## config.mk

```make
export PLATFORM = sky130hd
export DESIGN_NAME = nh_lcd_pixel_feeder
export DESIGN_NICKNAME = d
export VERILOG_FILES = /design/src/rtl/nh_lcd_pixel_feeder.sv
export SDC_FILE = /design/constraint.sdc
export NUM_CORES = 1
export LEC_CHECK = 0
export CAP_MARGIN = 20
export CORE_UTILIZATION = 50
export CTS_BUF_LIST = sky130_fd_sc_hd__clkbuf_8
export CTS_CLUSTER_SIZE = 16
export DETAILED_ROUTE_END_ITERATION = 7
export PLACE_DENSITY_LB_ADDON = 0.12
export SLEW_MARGIN = 25
export SYNTH_ARGS = -nofsm -noshare
export SYNTH_HDL_FRONTEND = slang
export SYNTH_SLANG_ARGS = --single-unit
export TNS_END_PERCENT = 5
```

## constraint.sdc

```tcl
create_clock -name clk -period 4.5 [get_ports clk]
set_input_delay 0.45 -clock clk [delete_from_list [all_inputs] [get_ports clk]]
set_output_delay 0.45 -clock clk [all_outputs]
set_load 0.02 [all_outputs]
```

## src/rtl/nh_lcd_pixel_feeder.sv

```systemverilog
// Pixel stream to ping-pong FIFO feeder: frames the incoming AXI-style pixels
// by internal width/height counters and writes them in channel-sized bursts.
module nh_lcd_pixel_feeder #(
    parameter int DATAS_WIDTH = 24
) (
    input  logic                   clk,
    input  logic                   rst_n,
    input  logic                   i_enable,
    input  logic [31:0]            i_image_width,
    input  logic [31:0]            i_image_height,
    input  logic                   i_s_tvalid,
    input  logic [DATAS_WIDTH-1:0] i_s_tdata,
    input  logic                   i_s_tlast,
    input  logic                   i_s_tuser,
    output logic                   o_s_tready,
    input  logic [1:0]             i_fifo_rdy,
    output logic [1:0]             o_fifo_act,
    output logic                   o_fifo_stb,
    input  logic [23:0]            i_fifo_size,
    output logic [DATAS_WIDTH:0]   o_fifo_data,
    output logic                   o_frame_done,
    output logic                   o_sync_error
);

    typedef enum logic [2:0] {
        ST_SYNC,
        ST_IDLE,
        ST_ACQUIRE,
        ST_FILL,
        ST_RELEASE
    } state_t;

    state_t                 state_q, state_d;
    logic                   held_q, held_d;
    logic [DATAS_WIDTH-1:0] held_data_q, held_data_d;
    logic                   held_last_q, held_last_d;
    logic [31:0]            pix_count_q, pix_count_d;
    logic [31:0]            line_count_q, line_count_d;
    logic [31:0]            burst_count_q, burst_count_d;
    logic [1:0]             act_q, act_d;
    logic                   stb_q, stb_d;
    logic [DATAS_WIDTH:0]   data_q, data_d;
    logic                   frame_done_q, frame_done_d;
    logic                   sync_error_q, sync_error_d;
    logic                   frame_end_q, frame_end_d;
    logic                   ready_en_q, ready_en_d;

    logic                   handshake;
    logic                   line_last;
    logic                   first_pix;
    logic [31:0]            fifo_size32;
    logic                   wr_en;
    logic [DATAS_WIDTH-1:0] wr_pix;
    logic                   wr_tlast;

    assign fifo_size32 = {8'd0, i_fifo_size};
    assign line_last   = (pix_count_q == i_image_width - 32'd1);
    assign first_pix   = (pix_count_q == 32'd0) && (line_count_q == 32'd0);

    always_comb begin
        state_d       = state_q;
        held_d        = held_q;
        held_data_d   = held_data_q;
        held_last_d   = held_last_q;
        pix_count_d   = pix_count_q;
        line_count_d  = line_count_q;
        burst_count_d = burst_count_q;
        act_d         = act_q;
        stb_d         = 1'b0;
        data_d        = data_q;
        frame_done_d  = 1'b0;
        sync_error_d  = 1'b0;
        frame_end_d   = frame_end_q;
        ready_en_d    = 1'b1;
        wr_en         = 1'b0;
        wr_pix        = held_data_q;
        wr_tlast      = held_last_q;

        // ready_en_q keeps tready low until the first edge after reset release
        o_s_tready = 1'b0;
        if (ready_en_q) begin
            if (state_q == ST_SYNC) begin
                o_s_tready = 1'b1;
            end else if (state_q == ST_FILL && !held_q && burst_count_q < fifo_size32) begin
                o_s_tready = 1'b1;
            end
        end
        handshake = o_s_tready && i_s_tvalid;

        case (state_q)
            ST_SYNC: begin
                pix_count_d  = 32'd0;
                line_count_d = 32'd0;
                frame_end_d  = 1'b0;
                if (handshake && i_s_tuser) begin
                    held_d      = 1'b1;
                    held_data_d = i_s_tdata;
                    held_last_d = i_s_tlast;
                    state_d     = ST_IDLE;
                end
            end
            ST_IDLE: begin
                if (!i_enable) begin
                    held_d  = 1'b0;
                    state_d = ST_SYNC;
                end else if (i_fifo_rdy != 2'b00 && fifo_size32 != 32'd0) begin
                    state_d = ST_ACQUIRE;
                end
            end
            ST_ACQUIRE: begin
                act_d         = i_fifo_rdy[0] ? 2'b01 : 2'b10;
                burst_count_d = 32'd0;
                state_d       = ST_FILL;
            end
            ST_FILL: begin
                if (held_q) begin
                    wr_en  = 1'b1;
                    held_d = 1'b0;
                end else if (handshake) begin
                    if (i_s_tuser && !first_pix) begin
                        // Unexpected start of frame: keep it as pixel 0 of a fresh frame
                        sync_error_d = 1'b1;
                        held_d       = 1'b1;
                        held_data_d  = i_s_tdata;
                        held_last_d  = i_s_tlast;
                        pix_count_d  = 32'd0;
                        line_count_d = 32'd0;
                        frame_end_d  = 1'b0;
                        state_d      = ST_RELEASE;
                    end else begin
                        wr_en    = 1'b1;
                        wr_pix   = i_s_tdata;
                        wr_tlast = i_s_tlast;
                    end
                end
                if (wr_en) begin
                    stb_d         = 1'b1;
                    data_d        = {line_last, wr_pix};
                    sync_error_d  = (wr_tlast != line_last);
                    burst_count_d = burst_count_q + 32'd1;
                    if (line_last) begin
                        pix_count_d = 32'd0;
                        state_d     = ST_RELEASE;
                        if (line_count_q == i_image_height - 32'd1) begin
                            frame_end_d = 1'b1;
                        end else begin
                            line_count_d = line_count_q + 32'd1;
                        end
                    end else begin
                        pix_count_d = pix_count_q + 32'd1;
                        if (burst_count_q + 32'd1 >= fifo_size32) begin
                            state_d = ST_RELEASE;
                        end
                    end
                end
            end
            ST_RELEASE: begin
                act_d = 2'b00;
                if (frame_end_q) begin
                    frame_done_d = 1'b1;
                    frame_end_d  = 1'b0;
                    line_count_d = 32'd0;
                    pix_count_d  = 32'd0;
                    held_d       = 1'b0;
                    state_d      = ST_SYNC;
                end else begin
                    state_d = ST_IDLE;
                end
            end
            default: begin
                state_d = ST_SYNC;
            end
        endcase
    end

    always_ff @(posedge clk or negedge rst_n) begin
        if (!rst_n) begin
            state_q       <= ST_SYNC;
            held_q        <= 1'b0;
            held_data_q   <= '0;
            held_last_q   <= 1'b0;
            pix_count_q   <= 32'd0;
            line_count_q  <= 32'd0;
            burst_count_q <= 32'd0;
            act_q         <= 2'b00;
            stb_q         <= 1'b0;
            data_q        <= '0;
            frame_done_q  <= 1'b0;
            sync_error_q  <= 1'b0;
            frame_end_q   <= 1'b0;
            ready_en_q    <= 1'b0;
        end else begin
            state_q       <= state_d;
            held_q        <= held_d;
            held_data_q   <= held_data_d;
            held_last_q   <= held_last_d;
            pix_count_q   <= pix_count_d;
            line_count_q  <= line_count_d;
            burst_count_q <= burst_count_d;
            act_q         <= act_d;
            stb_q         <= stb_d;
            data_q        <= data_d;
            frame_done_q  <= frame_done_d;
            sync_error_q  <= sync_error_d;
            frame_end_q   <= frame_end_d;
            ready_en_q    <= ready_en_d;
        end
    end

    assign o_fifo_act   = act_q;
    assign o_fifo_stb   = stb_q;
    assign o_fifo_data  = data_q;
    assign o_frame_done = frame_done_q;
    assign o_sync_error = sync_error_q;

endmodule

```

# [Word-level counts from Yosys, hierarchy flattened]
# Index checks and enable logic that the tools add are counted.
[totals] elab_cells=140 regBits=157 out_inout_bits=31 in_bits=120
[op_classes] n_eq_ne=18 n_mux=73 magnitude_cmp=2 reduce_logical=28 addsub=5
[op_table] cell="2-to-1 mux 32 bit" n=13
[op_table] cell="case mux 32 bit (3 select lines)" n=2
[op_table] cell="2-to-1 mux 24 bit" n=7
[op_table] cell="adder 32 x 1 -> 32 bit (second input constant)" n=3
[op_table] cell="equality test 32 bit" n=2
[op_table] cell="zero test 32 bit" n=2
[op_table] cell="case mux 32 bit (2 select lines)" n=1
[op_table] cell="subtractor 32 x 1 -> 32 bit (second input constant)" n=2
[op_table] cell="case mux 24 bit (2 select lines)" n=1
[op_table] cell="2-to-1 mux 1 bit" n=34
[op_table] cell="greater-or-equal comparator 32 x 24 -> 1 bit" n=1
[op_table] cell="less-than comparator 32 x 24 -> 1 bit" n=1
[op_table] cell="nonzero test 32 bit" n=1
[op_table] cell="2-to-1 mux 3 bit" n=9
[op_table] cell="case mux 3 bit (5 select lines)" n=1
[op_table] cell="AND reduction 5 bit" n=2
[op_table] cell="nonzero test 2 bit" n=5
[op_table] cell="inequality test 2 bit (second input constant)" n=4
[op_table] cell="AND reduction 2 bit" n=4
[op_table] cell="logical AND 1 bit" n=7
[op_table] cell="equality test 3 x 2 -> 1 bit (second input constant)" n=2
[op_table] cell="inequality test 2 x 1 -> 1 bit (second input constant)" n=3
[op_table] cell="inequality test 3 x 2 -> 1 bit (second input constant)" n=2
[op_table] cell="case mux 1 bit (2 select lines)" n=2
[op_table] cell="14 further kinds" n=15

# [Longest topological paths before layout]
[logic_depth] depth_word=13 depth_mapped=17 depth_no_buf=17

# [Worst setup path before layout]
# Ideal clock, no wire load.
[synth_timing] kind="input port to flip-flop" start="input i_image_height[2]" end="register line_count_q[13]" slack_ns=0.486 arrival_time_ns=3.896 setup_time_ns=0.118 path_stages=14 n_path_buf=4 t_required_ns=4.382 path_cell_list="buf_2 > or4_1 > buf_2 > or4_4 > or3_1 > nor4_1 > nor3_1 > or4_4 > nor4_4 > or3_1 > buf_4 > buf_6 > o21bai_1 > a21o_1"
[synth_between] elab_chain_cells=6
[synth_rtl] element="from (decl)" line_no="10" text="input logic [31:0] i_image_height,"
[synth_rtl] element="subtractor 32 x 1 -> 32 bit" line_no="144" text="if (line_count_q == i_image_height - 32'd1) begin"
[synth_rtl] element="equality test 32 bit" line_no="144"
[synth_rtl] element="2-to-1 mux 32 bit" line_no="144"
[synth_rtl] element="2-to-1 mux 32 bit" line_no="141" text="if (line_last) begin"
[synth_rtl] element="2-to-1 mux 32 bit" line_no="136" text="if (wr_en) begin"
[synth_rtl] element="case mux 32 bit (3 select lines)" line_no="90" text="case (state_q)"
[synth_rtl] element="to (signal assigned)" line_no="198" text="line_count_q <= line_count_d;"
[synth_rtl] element="to (decl)" line_no="38" text="logic [31:0] line_count_q, line_count_d;"
# No other way between the ends.
# A chain may end at the register's enable or synchronous reset.

# [Worst setup path in the final report]
[layout_timing] start="input i_image_width[7]" end="register line_count_q[5]"
[layout_between] elab_chain_cells=5
[layout_rtl] element="from (decl)" line_no="9" text="input logic [31:0] i_image_width,"
[layout_rtl] element="subtractor 32 x 1 -> 32 bit" line_no="57" text="assign line_last = (pix_count_q == i_image_width - 32'd1);"
[layout_rtl] element="equality test 32 bit" line_no="57"
[layout_rtl] element="2-to-1 mux 32 bit" line_no="141"
[layout_rtl] element="2-to-1 mux 32 bit" line_no="136"
[layout_rtl] element="case mux 32 bit (3 select lines)" line_no="90"
# No other way between the ends.

==> impl_metrics.py <==
metrics = {
    "outcome": {
        "outcome": "completed",
    },
    "die": {
        "start_util": 0.5132,
        "die_x_um": 157.7,
        "fp.dieH_um": 157.7,
        "dieArea_um2": 24860,
        "coreArea_um2": 23610,
        "ioPinCount": 151,
        "std_cell_rows": 56,
    },
    "timing": {
        "max_freq_mhz": 240.7,
        "grt_setup_unrepaired": "false",
        "period_share": 0.9232,
        "finalMaxSlewViolations": 0,
        "hold_violations": 0,
        "finClkSkew_ns": 0.02543,
        "fin_crit_ns": 4.154,
        "report.final.setup_viol": 0,
        "tns_ns": 0,
        "maxSlewHeadroom": 0.5031,
        "tightest_slew_ns": 0.7386,
    },
    "global_routing": {
        "overflow": 0,
        "grt_pass1_vias": 10866,
        "antenna_found_initial": 0,
        "grt_max_degree": 84,
        "track_usage": 0.2765,
        "grt_pass1_wl_mm": 54.63,
    },
    "drt": {
        "highest_layer": "met4",
        "finalWirelength_mm": 33.34,
        "routed-via-count": 11325,
        "first_iter_violations": 723,
        "met3_length_mm": 1.613,
        "routedWlPerCell_um": 17.13,
        "drc": 0,
        "drtPass1Iterations": 6,
        "met2_length_mm": 15.80,
        "vias_per_cell": 5.820,
        "drt-met1-wl_mm": 15.27,
        "ant_nets": 0,
    },
    "power": {
        "power_frac_seq": 0.372,
        "p_comb_frac": 0.392,
        "intPower_uw": 2977,
        "switchingPower_uw": 1884,
        "power_frac_clock": 0.237,
        "peakVddDrop_mv": 0.2865,
        "power_per_cell_area_nw_per_um2": 324.3,
        "power_leakage_uw": 0.006409,
        "netSwitchingFraction": 0.3876,
        "p_total_uw": 4861,
    },
    "cells_and_area": {
        "design_area_um2": 14990,
        "antennaDiodeCount": 0,
        "multi_input_area_um2": 7659,
        "ff_latch_area_um2": 3929,
        "layout.nets": 1789,
        "drive_gt1_frac": 0.1254,
        "fillers": 2113,
        "area_delta_synth_final_pct": 23.68,
    },
    "placed_design": {
        "place_congestion": 0.9237,
        "dp_hpwl_mm": 25.72,
        "place_area_um2": 14530,
        "io_buffers": 150,
    },
    "synthesis": {
        "synth_area_per_cell_um2": 8.481,
        "ys_types": 77,
        "netlist_area_um2": 12120,
        "ys_seq_elements": 157,
        "async_flop_share": 1.000,
        "synth_edf_count": 0,
        "syn-num-nets": 1604,
        "synth_ff_type": "dfrtp_1",
        "yosys_warnings": 0,
        "ys_seq_area_frac": 0.3242,
        "syn_inst": 1429,
    },
    "setup_path": {
        "critical_path_required_ns": 4.90,
        "arrival_ns": 4.55,
        "crit_type": "in -> reg",
        "critPathCaptureType": "flip-flop",
        "worstPathMaxFanout": 18,
        "critPathLaunchType": "primary input",
    },
    "clock_tree": {
        "htreeDepth": 4,
        "cts_sinks": 157,
        "cts_tree": "yes",
        "clock_latency_ns": 0.47,
        "cts.path.max_buffers": 2,
        "cts-buffers-inserted": 17,
        "cts.clk_slew.worst_paths_ns": 0.11,
        "cts-root-buf": "clkbuf_8",
    },
    "run": {
        "maxCapViolations": 0,
    },
    "min_path": {
        "hold_path_class": "reg -> reg",
    },
}
[power groups by stage]
stage	Clock, uW	Sequential, uW	Combinational (uW)
after global placement	0	1820	1860
after floorplan	0	1900	1010
after global routing	1230	1840	2100
final	1150	1810	1900
after CTS	1180	1810	1910
after detailed placement	0	1830	1900
[path summary, 6_finish.rpt]
kind / startpoint / to / slack, ns / cells past startpoint
worst max-delay path: i_image_width[7] / line_count_q[5]$_DFFE_PN0P_ / 0.35 / 13
worst min-delay path: o_fifo_data[5]$_DFFE_PN0P_ / o_fifo_data[5]$_DFFE_PN0P_ / 0.49 / 2
worst max register to register: burst_count_q[4]$_DFFE_PN0P_ / state_q[1]$_DFFE_PN0P_ / 0.41 / 15
worst min register to register: o_fifo_data[5]$_DFFE_PN0P_ / o_fifo_data[5]$_DFFE_PN0P_ / 0.49 / 2
max in group asynchronous: rst_n / o_fifo_data[5]$_DFFE_PN0P_ / 3.05 / 3
min in group asynchronous: rst_n / burst_count_q[13]$_DFFE_PN0P_ / 0.54 / 2
[registers in the layout, summed over array words and instances, names as in the netlist]
name	cells
ready_en_q	1
held_data_q	24
o_sync_error	1
o_frame_done	1
frame_end_q	1
o_fifo_data	25
held_last_q	1
state_q	3
held_q	1
burst_count_q	32
o_fifo_stb	1
line_count_q	32
o_fifo_act	2
pix_count_q	32
[cells in the final DEF, fill, tap and decap left out, types with 39 or more instances in the layout]
cell type / Yosys / final
dfrtp_1: 157 / 157
clkdlybuf4s50_1: 0 / 149
nand2_1: 121 / 121
nor2_1: 103 / 103
o21ai_0: 102 / 102
buf_4: 1 / 92
xnor2_1: 71 / 71
nand3_1: 65 / 65
xor2_1: 65 / 65
inv_1: 55 / 55
ha_1: 55 / 55
nor4_1: 53 / 53
a21oi_1: 43 / 43
nor3_1: 39 / 39
[cell usage after synthesis (4+ instances only)]
library cell,count,area [um^2]
or3_1,17,106.4
mux2i_1,33,330.3
clkbuf_1,65,244.0
nand3_1,65,325.3
buf_2,7,35.03
buf_1,8,30.03
nor4b_1,5,43.79
nor4_2,4,50.05
nor3_2,4,40.04
o21a_1,5,37.54
dfrtp_1,157,3929
o211ai_1,9,67.56
nand4b_1,5,43.79
and3_1,36,225.2
o31ai_1,19,142.6
a21o_1,25,187.7
nor3b_2,9,112.6
mux2_2,30,337.8
o22ai_1,4,25.02
nor3b_1,7,52.55
nor2b_1,15,93.84
inv_1,55,206.5
nor4_1,53,331.6
ha_1,55,688.2
a21oi_1,43,215.2
nor2_1,103,386.6
xor2_1,65,569.3
o21bai_1,13,97.59
o21ai_0,102,510.5
and4_1,10,87.58
and2_1,4,25.02
o2111ai_1,4,35.03
a2111oi_0,4,35.03
a22o_1,6,52.55
nand2_1,121,454.2
nor3_1,39,195.2
xnor2_1,71,621.9
a31oi_1,11,68.82
nand4_1,30,187.7
o41ai_1,5,43.79
nand2b_1,11,68.82
a211oi_1,4,30.03
o21ai_1,12,60.06
or4_1,19,142.6
or2_2,11,68.82
[kinds of logic (layout without fill, tap and decap cells)]
family | Yosys count | after routing | synth area share
AOI/OAI and AO/OA | 295 | 295 | 0.1547
xor gates and xnor gates | 136 | 136 | 0.09829
adders and majority gates | 55 | 55 | 0.05678
buffers and inverters | 139 | 337 | 0.04594
DFF | 157 | 157 | 0.3242
muxes | 63 | 63 | 0.05513
other | 1 | 1 | 0.0003094
and+or+nand+nor | 583 | 583 | 0.2647
[layer usage]
metal	global-route usage	vias to the layer above
li1	-	5582
met1	0.3675	5404
met2	0.4598	292
met3	0.04462	47
met4	0.08414	0
met5	0	-
[layout make-up]
| class | count | area share |
|---|---|---|
| repair buffers | 250 | 0.1563 |
| multi-input cells | 1133 | 0.5109 |
| well taps | 319 | 0.02663 |
| clock inverters | 15 | 0.01461 |
| flip-flops and latches | 157 | 0.2621 |
| inverters | 55 | 0.01377 |
| clock buffers | 17 | 0.01561 |
[worst max-delay path, cell delays in order]
cell	delay (ns)
clkdlybuf4s50_1	0.41
or4_1	0.62
or4_4	0.56
buf_4	0.16
nor3_2	0.22
xnor2_1	0.09
o21ai_1	0.19
nand4b_1	0.12
or4_1	0.67
or3_1	0.49
buf_12	0.19
nor4_1	0.24
a21o_1	0.12
[repair_timing]
| action | CTS | global route |
|---|---|---|
| endpoints found under the setup margin | 0 | 0 |
| hold buffers | 1 | 0 |
| gates resized for setup | 0 | 0 |
| buffers inserted | 0 | 0 |
| hold endpoints to repair | 4 | 0 |
[per-stage QoR]
| step | hold WS [ns] | setup slack, ns | instances | utilization |
|---|---|---|---|---|
| 5_1_grt | 0.5195 | 0.1060 | 1946 | 0.6348 |
| 2_1_floorplan | 0.1544 | 0.4861 | 1429 | - |
| 4_1_cts | 0.4955 | 0.4128 | 1946 | 0.6348 |
| 6_report | 0.4907 | 0.3457 | 1946 | 0.6348 |
| 3_5_place_dp | 0.4701 | -0.06990 | 1913 | 0.6152 |
| 3_3_place_gp | 0.4602 | -0.01401 | 1913 | 0.6152 |
Note: power is estimated with default switching activity, not from simulation.
